**src/rtl/floor_request_scheduler_if.sv**
```systemverilog
// Request/target bus between keypad decoder, floor_request_scheduler and motion controller.
// The scheduler connects on the slave modport; the requester/observer side uses master.
interface floor_request_scheduler_if #(
    parameter int NUM_FLOORS = 4
);
    localparam int FLOOR_W = $clog2(NUM_FLOORS);

    logic                  req_valid;
    logic [FLOOR_W-1:0]    req_floor;
    logic [FLOOR_W-1:0]    cur_floor;
    logic                  arrive;
    logic [NUM_FLOORS-1:0] pending;
    logic [FLOOR_W-1:0]    target_floor;
    logic                  target_valid;
    logic                  dir_up;
    logic                  dir_down;

    modport master (
        output req_valid, req_floor, cur_floor, arrive,
        input  pending, target_floor, target_valid, dir_up, dir_down
    );

    modport slave (
        input  req_valid, req_floor, cur_floor, arrive,
        output pending, target_floor, target_valid, dir_up, dir_down
    );
endinterface

```
**src/rtl/floor_request_scheduler.sv**
```systemverilog
// Per-floor request latches plus a SCAN-ordered UP/DOWN/IDLE direction FSM
// that picks the next floor for the car motion controller.
//
// state   | meaning
// --------+---------------------------------------------------------
// ST_IDLE | no direction committed; only a request at cur_floor is served
// ST_UP   | moving up, target is the lowest pending floor above the car
// ST_DOWN | moving down, target is the highest pending floor below the car
module floor_request_scheduler #(
    parameter int NUM_FLOORS = 4
) (
    input logic                     Clock,
    input logic                     Reset,
    floor_request_scheduler_if.slave bus
);
    localparam int FLOOR_W = $clog2(NUM_FLOORS);

    typedef enum logic [1:0] {
        ST_IDLE = 2'd0,
        ST_UP   = 2'd1,
        ST_DOWN = 2'd2
    } state_t;

    state_t                state_q, state_d;
    logic [NUM_FLOORS-1:0] pending_q, pending_d;
    logic                  dir_up_q, dir_down_q;

    logic                  above, below, here;
    logic [FLOOR_W-1:0]    up_tgt, down_tgt;
    logic                  up_found, down_found;
    logic [FLOOR_W-1:0]    target_floor;
    logic                  target_valid;

    // Clear wins over set so a request for the floor being serviced is dropped.
    always_comb begin
        pending_d = pending_q;
        for (int i = 0; i < NUM_FLOORS; i++) begin
            if (bus.arrive && (bus.cur_floor == FLOOR_W'(i))) begin
                pending_d[i] = 1'b0;
            end else if (bus.req_valid && (bus.req_floor == FLOOR_W'(i))) begin
                pending_d[i] = 1'b1;
            end
        end
    end

    // Ascending loop, last hit wins: highest below. Descending: lowest above.
    always_comb begin
        above      = 1'b0;
        below      = 1'b0;
        here       = 1'b0;
        down_found = 1'b0;
        down_tgt   = '0;
        for (int i = 0; i < NUM_FLOORS; i++) begin
            if (pending_q[i]) begin
                if (FLOOR_W'(i) > bus.cur_floor) above = 1'b1;
                if (FLOOR_W'(i) == bus.cur_floor) here = 1'b1;
                if (FLOOR_W'(i) < bus.cur_floor) begin
                    below      = 1'b1;
                    down_found = 1'b1;
                    down_tgt   = FLOOR_W'(i);
                end
            end
        end
        up_found = 1'b0;
        up_tgt   = '0;
        for (int i = NUM_FLOORS - 1; i >= 0; i--) begin
            if (pending_q[i] && (FLOOR_W'(i) > bus.cur_floor)) begin
                up_found = 1'b1;
                up_tgt   = FLOOR_W'(i);
            end
        end
    end

    always_comb begin
        state_d = state_q;
        case (state_q)
            ST_IDLE: state_d = above ? ST_UP : (below ? ST_DOWN : ST_IDLE);
            ST_UP:   state_d = above ? ST_UP : (below ? ST_DOWN : ST_IDLE);
            ST_DOWN: state_d = below ? ST_DOWN : (above ? ST_UP : ST_IDLE);
            default: state_d = ST_IDLE;
        endcase
    end

    always_ff @(posedge Clock) begin
        if (Reset) begin
            pending_q  <= '0;
            state_q    <= ST_IDLE;
            dir_up_q   <= 1'b0;
            dir_down_q <= 1'b0;
        end else begin
            pending_q  <= pending_d;
            state_q    <= state_d;
            dir_up_q   <= (state_d == ST_UP);
            dir_down_q <= (state_d == ST_DOWN);
        end
    end

    // A request at the current floor always stops the car first.
    always_comb begin
        target_floor = bus.cur_floor;
        target_valid = 1'b0;
        if (here) begin
            target_valid = 1'b1;
        end else begin
            case (state_q)
                ST_UP: begin
                    target_valid = up_found;
                    if (up_found) target_floor = up_tgt;
                end
                ST_DOWN: begin
                    target_valid = down_found;
                    if (down_found) target_floor = down_tgt;
                end
                default: target_valid = 1'b0;
            endcase
        end
    end

    assign bus.pending      = pending_q;
    assign bus.target_floor = target_floor;
    assign bus.target_valid = target_valid;
    assign bus.dir_up       = dir_up_q;
    assign bus.dir_down     = dir_down_q;
endmodule

```
**src/flat_wrapper.sv**
```systemverilog
// flat-port wrapper written by rule: the top's interface ports become plain ports
module floor_request_scheduler_flat 
#(
    parameter int NUM_FLOORS = 4
)
  (Clock, Reset, bus_req_valid, bus_req_floor, bus_cur_floor, bus_arrive, bus_pending, bus_target_floor, bus_target_valid, bus_dir_up, bus_dir_down);
  floor_request_scheduler_if #(.NUM_FLOORS(NUM_FLOORS)) bus_i ();
  input logic Clock;
  input logic Reset;
  input wire logic [$bits(bus_i.req_valid)-1:0] bus_req_valid;
  input wire logic [$bits(bus_i.req_floor)-1:0] bus_req_floor;
  input wire logic [$bits(bus_i.cur_floor)-1:0] bus_cur_floor;
  input wire logic [$bits(bus_i.arrive)-1:0] bus_arrive;
  output wire logic [$bits(bus_i.pending)-1:0] bus_pending;
  output wire logic [$bits(bus_i.target_floor)-1:0] bus_target_floor;
  output wire logic [$bits(bus_i.target_valid)-1:0] bus_target_valid;
  output wire logic [$bits(bus_i.dir_up)-1:0] bus_dir_up;
  output wire logic [$bits(bus_i.dir_down)-1:0] bus_dir_down;
  assign bus_i.req_valid = bus_req_valid;
  assign bus_i.req_floor = bus_req_floor;
  assign bus_i.cur_floor = bus_cur_floor;
  assign bus_i.arrive = bus_arrive;
  assign bus_pending = bus_i.pending;
  assign bus_target_floor = bus_i.target_floor;
  assign bus_target_valid = bus_i.target_valid;
  assign bus_dir_up = bus_i.dir_up;
  assign bus_dir_down = bus_i.dir_down;
  floor_request_scheduler #(.NUM_FLOORS(NUM_FLOORS)) u_core (.Clock(Clock), .Reset(Reset), .bus(bus_i));
endmodule
```
**config.mk**
```make
export PLATFORM = sky130hd
export DESIGN_NAME = floor_request_scheduler_flat
export DESIGN_NICKNAME = d
export VERILOG_FILES = /design/src/rtl/floor_request_scheduler_if.sv /design/src/rtl/floor_request_scheduler.sv /design/src/flat_wrapper.sv
export SDC_FILE = /design/constraint.sdc
export NUM_CORES = 1
export LEC_CHECK = 0
export BUFFER_PORTS_ARGS = -buffer_cell sky130_fd_sc_hd__buf_2
export CAP_MARGIN = 40
export CORE_AREA = 2 2 39 41
export CTS_BUF_LIST = sky130_fd_sc_hd__clkbuf_16
export CTS_CLUSTER_DIAMETER = 150
export DETAILED_ROUTE_END_ITERATION = 10
export DIE_AREA = 0 0 41 43
export GPL_ROUTABILITY_DRIVEN = 0
export PLACE_DENSITY = 0.8
export SYNTH_ARGS = -nofsm -noshare
export SYNTH_HDL_FRONTEND = slang
export SYNTH_SLANG_ARGS = --single-unit
```
**constraint.sdc**
```tcl
create_clock -name Clock -period 1.6 [get_ports Clock]
set_clock_uncertainty 0.15 [all_clocks]
set_input_delay 0.08 -clock Clock [delete_from_list [all_inputs] [get_ports Clock]]
set_output_delay 0.08 -clock Clock [all_outputs]
set_load 0.005 [all_outputs]
```
==> impl_metrics.tcl <==
set metrics [dict create \
    avgSynthCellArea_sq_um 8.35 \
    irDropWorstVdd_mv 0.572 \
    clock_latency_ns 0.23 \
    ant_nets 0 \
    clock_sinks 8 \
    fp.dieW_um 41 \
    fp.dieArea_sq_mm 0.00176 \
    hold_viol 0 \
    grt_pass1_vias 586 \
    fin_hold_ws_ns 0.0501 \
    seq_power_share_pct 28.6 \
    synth_flop_cell "dfxtp_1" \
    fin_crit_ns 1.60 \
    combPwrFrac_pct 18.7 \
    syn_nets 83 \
    synth_edf_count 0 \
    worstReg2RegEnd "u_core.bus.pending[1]" \
    netlist_area_sq_um 593 \
    drtIter0Drc 20 \
    async_flop_share_pct 0 \
    swShare_pct 23.0 \
    slew_headroom_pct 79.4 \
    grt_max_degree 13 \
    cts_buffers 3 \
    syn-instance-count 71 \
    clockRootBuffer "clkbuf_16" \
    wl_per_cell_um 14.2 \
    wl_um 1570 \
    cp_slowest_cell "dfxtp_4" \
    area_growth_pct 44.1 \
    path_cells "inv_4, ha_4, nand3_2, a32oi_1, a32oi_1, buf_2" \
    end_kind "primary output" \
    post-route-period-util_pct 99.8 \
    power_density_mw_per_mm2 910 \
    tightest_slew_ns 0.306 \
    crit_required_ns 1.37 \
    cts_tree "done" \
    final_cell_mix "16 x buf_2, 5 x nand2_1" \
    p_switching_mw 0.179 \
    intPower_mw 0.599 \
    drv_cap 0 \
    rr_worst_depth 3 \
    firstDrtPassIters 4 \
    clkTransAtPathRegs_ns 0.04 \
    crit_top_cell "a32oi_1" \
    rsz0062_at_grt "true" \
    routed-via-count 675 \
    place_hpwl_um 1020 \
    ys_seq_area_share_pct 27.0 \
    grt_pass1_wl_um 2330 \
    max_freq_mhz 626 \
    clkPwrFrac_pct 52.7 \
    die_h_um 43 \
    initial_utilization_pct 42.9 \
    fin_nets 108 \
    htree_num_levels 1 \
    pin_count 17 \
    outcome "finished clean" \
    synthDistinctLibCells 30 \
    p_leak_nw 0.371 \
    yosys_warnings 0 \
    rows 14 \
    hold_path.class "input pin to flop" \
    synth-seq-cells 8 \
    diodes 0 \
    cp_slowest_stage_delay_ns 0.35 \
    drive_gt1_share_pct 43.6 \
    antenna_found_initial 0 \
    drc 0 \
    port_buffers 16 \
    cts.path.max_buffers 2 \
    grt_use_total_pct 18.8 \
    critical_path_class "flop to primary output" \
    finalPower_mw 0.778 \
    core_area_sq_mm 0.00138 \
    crit_path_start_kind "flop" \
    worstSetupStartpoint "u_core.state_q[0]" \
    r2r_start "u_core.bus.pending[1]" \
    crit_end "bus_target_floor[0]" \
    crit_path_max_fanout 5 \
    r2r_slack_ns 0.16 \
    globalRouteOverflowTotal 0 \
    final_common_cell "buf_2" \
    cp.arrival_ns 1.37 \
    setup_viol 0 \
    vias_per_cell 6.14 \
    maxSlewViolCount 0 \
]
[area by class of cell]
class                      count  area [sq um]
fill                         114           529
timing repair buffer          22           133
clock buffer                   3          75.1
sequential                     8           169
tap                           16          20.0
inverter                       7          31.3
multi-input combinational     54           427
[power by group through the flow]
stage	combinational, mW	clock, mW	sequential [mW]
finish	0.145	0.410	0.223
floorplan	0.0804	0	0.223
global route	0.160	0.427	0.224
detailed placement	0.116	0	0.224
global placement	0.114	0	0.224
CTS	0.140	0.411	0.221
[how the worst min path moves through the flow]
| stage | cells past startpoint | slack (ns) | to | startpoint |
|---|---|---|---|---|
| floorplan | 1 | 0.008 | u_core.bus.pending[0] | Reset |
| global placement | 2 | 0.18 | u_core.bus.pending[1] | Reset |
| detailed placement | 2 | 0.18 | u_core.bus.pending[1] | Reset |
| CTS | 3 | 0.04 | u_core.bus.pending[2] | bus_req_floor[1] |
| global route | 3 | 0.07 | u_core.bus.pending[2] | bus_req_floor[1] |
| finish | 3 | 0.05 | u_core.bus.pending[2] | bus_req_floor[1] |
[what timing repair did]
item,in CTS,in global routing
pin swaps,2,4
hold buffers,3,0
hold endpoints to repair,4,0
endpoints found under the setup margin,2,4
buffers inserted,3,0
gates cloned,0,0
gates resized for setup,11,6
[flip-flops by register name, indices dropped and copies added (netlist names)]
name and flops:
u_core.bus.pending 4, u_core.state_q 2, u_core.bus.dir_down 1, u_core.bus.dir_up 1
[layer usage]
layer	up-vias	share of wire, %	track usage (%)
met4	0	0	4.67
li1	325	-	-
met1	325	41	22.2
met3	0	5.8	5.24
met5	-	0	0
met2	25	53	31.6
[cells in the mapped netlist (4+ instances only)]
| library cell | n | area, sq um |
|---|---|---|
| a21oi_1 | 4 | 20.0 |
| ha_1 | 4 | 50.1 |
| inv_1 | 6 | 22.5 |
| a311oi_1 | 4 | 35.0 |
| dfxtp_1 | 8 | 160 |
| nand2_1 | 5 | 18.8 |
| nand3_1 | 5 | 25.0 |
| a31oi_1 | 4 | 25.0 |
[stage by stage]
stage          setup WS [ns]  setup TNS, ns  utilization (%)  cell area (sq um)  instances
2_1_floorplan          0.280              0                -                593         71
3_3_place_gp           0.118              0             48.5                671        101
3_5_place_dp          0.0964              0             48.5                671        101
4_1_cts             0.000911              0             60.7                840        110
5_1_grt              -0.0925         -0.122             61.8                855        110
6_report             0.00273              0             61.8                855        110
[logic make-up (layout without fill, tap and decap cells)]
kind of cell    count (synthesis)  in the layout  synth area share, %
simple gates                   18             18                 15.2
fa+ha+maj                       4              4                 8.44
compound gates                 30             30                 37.3
buf+inv                         9             32                 8.65
mux                             2              2                 3.38
flops                           8              8                 27.0
[critical path: cells and delay by family (launching register included)]
| family | cells | cell delay [ns] |
|---|---|---|
| AND/OR/NAND/NOR | 1 | 0.08 |
| flip-flops | 1 | 0.35 |
| adder cells (fa/ha/maj) | 1 | 0.28 |
| AO/OA/AOI/OAI | 2 | 0.24 |
| buffers and inverters | 2 | 0.17 |
No activity file was read; power rests on OpenSTA's default activity.
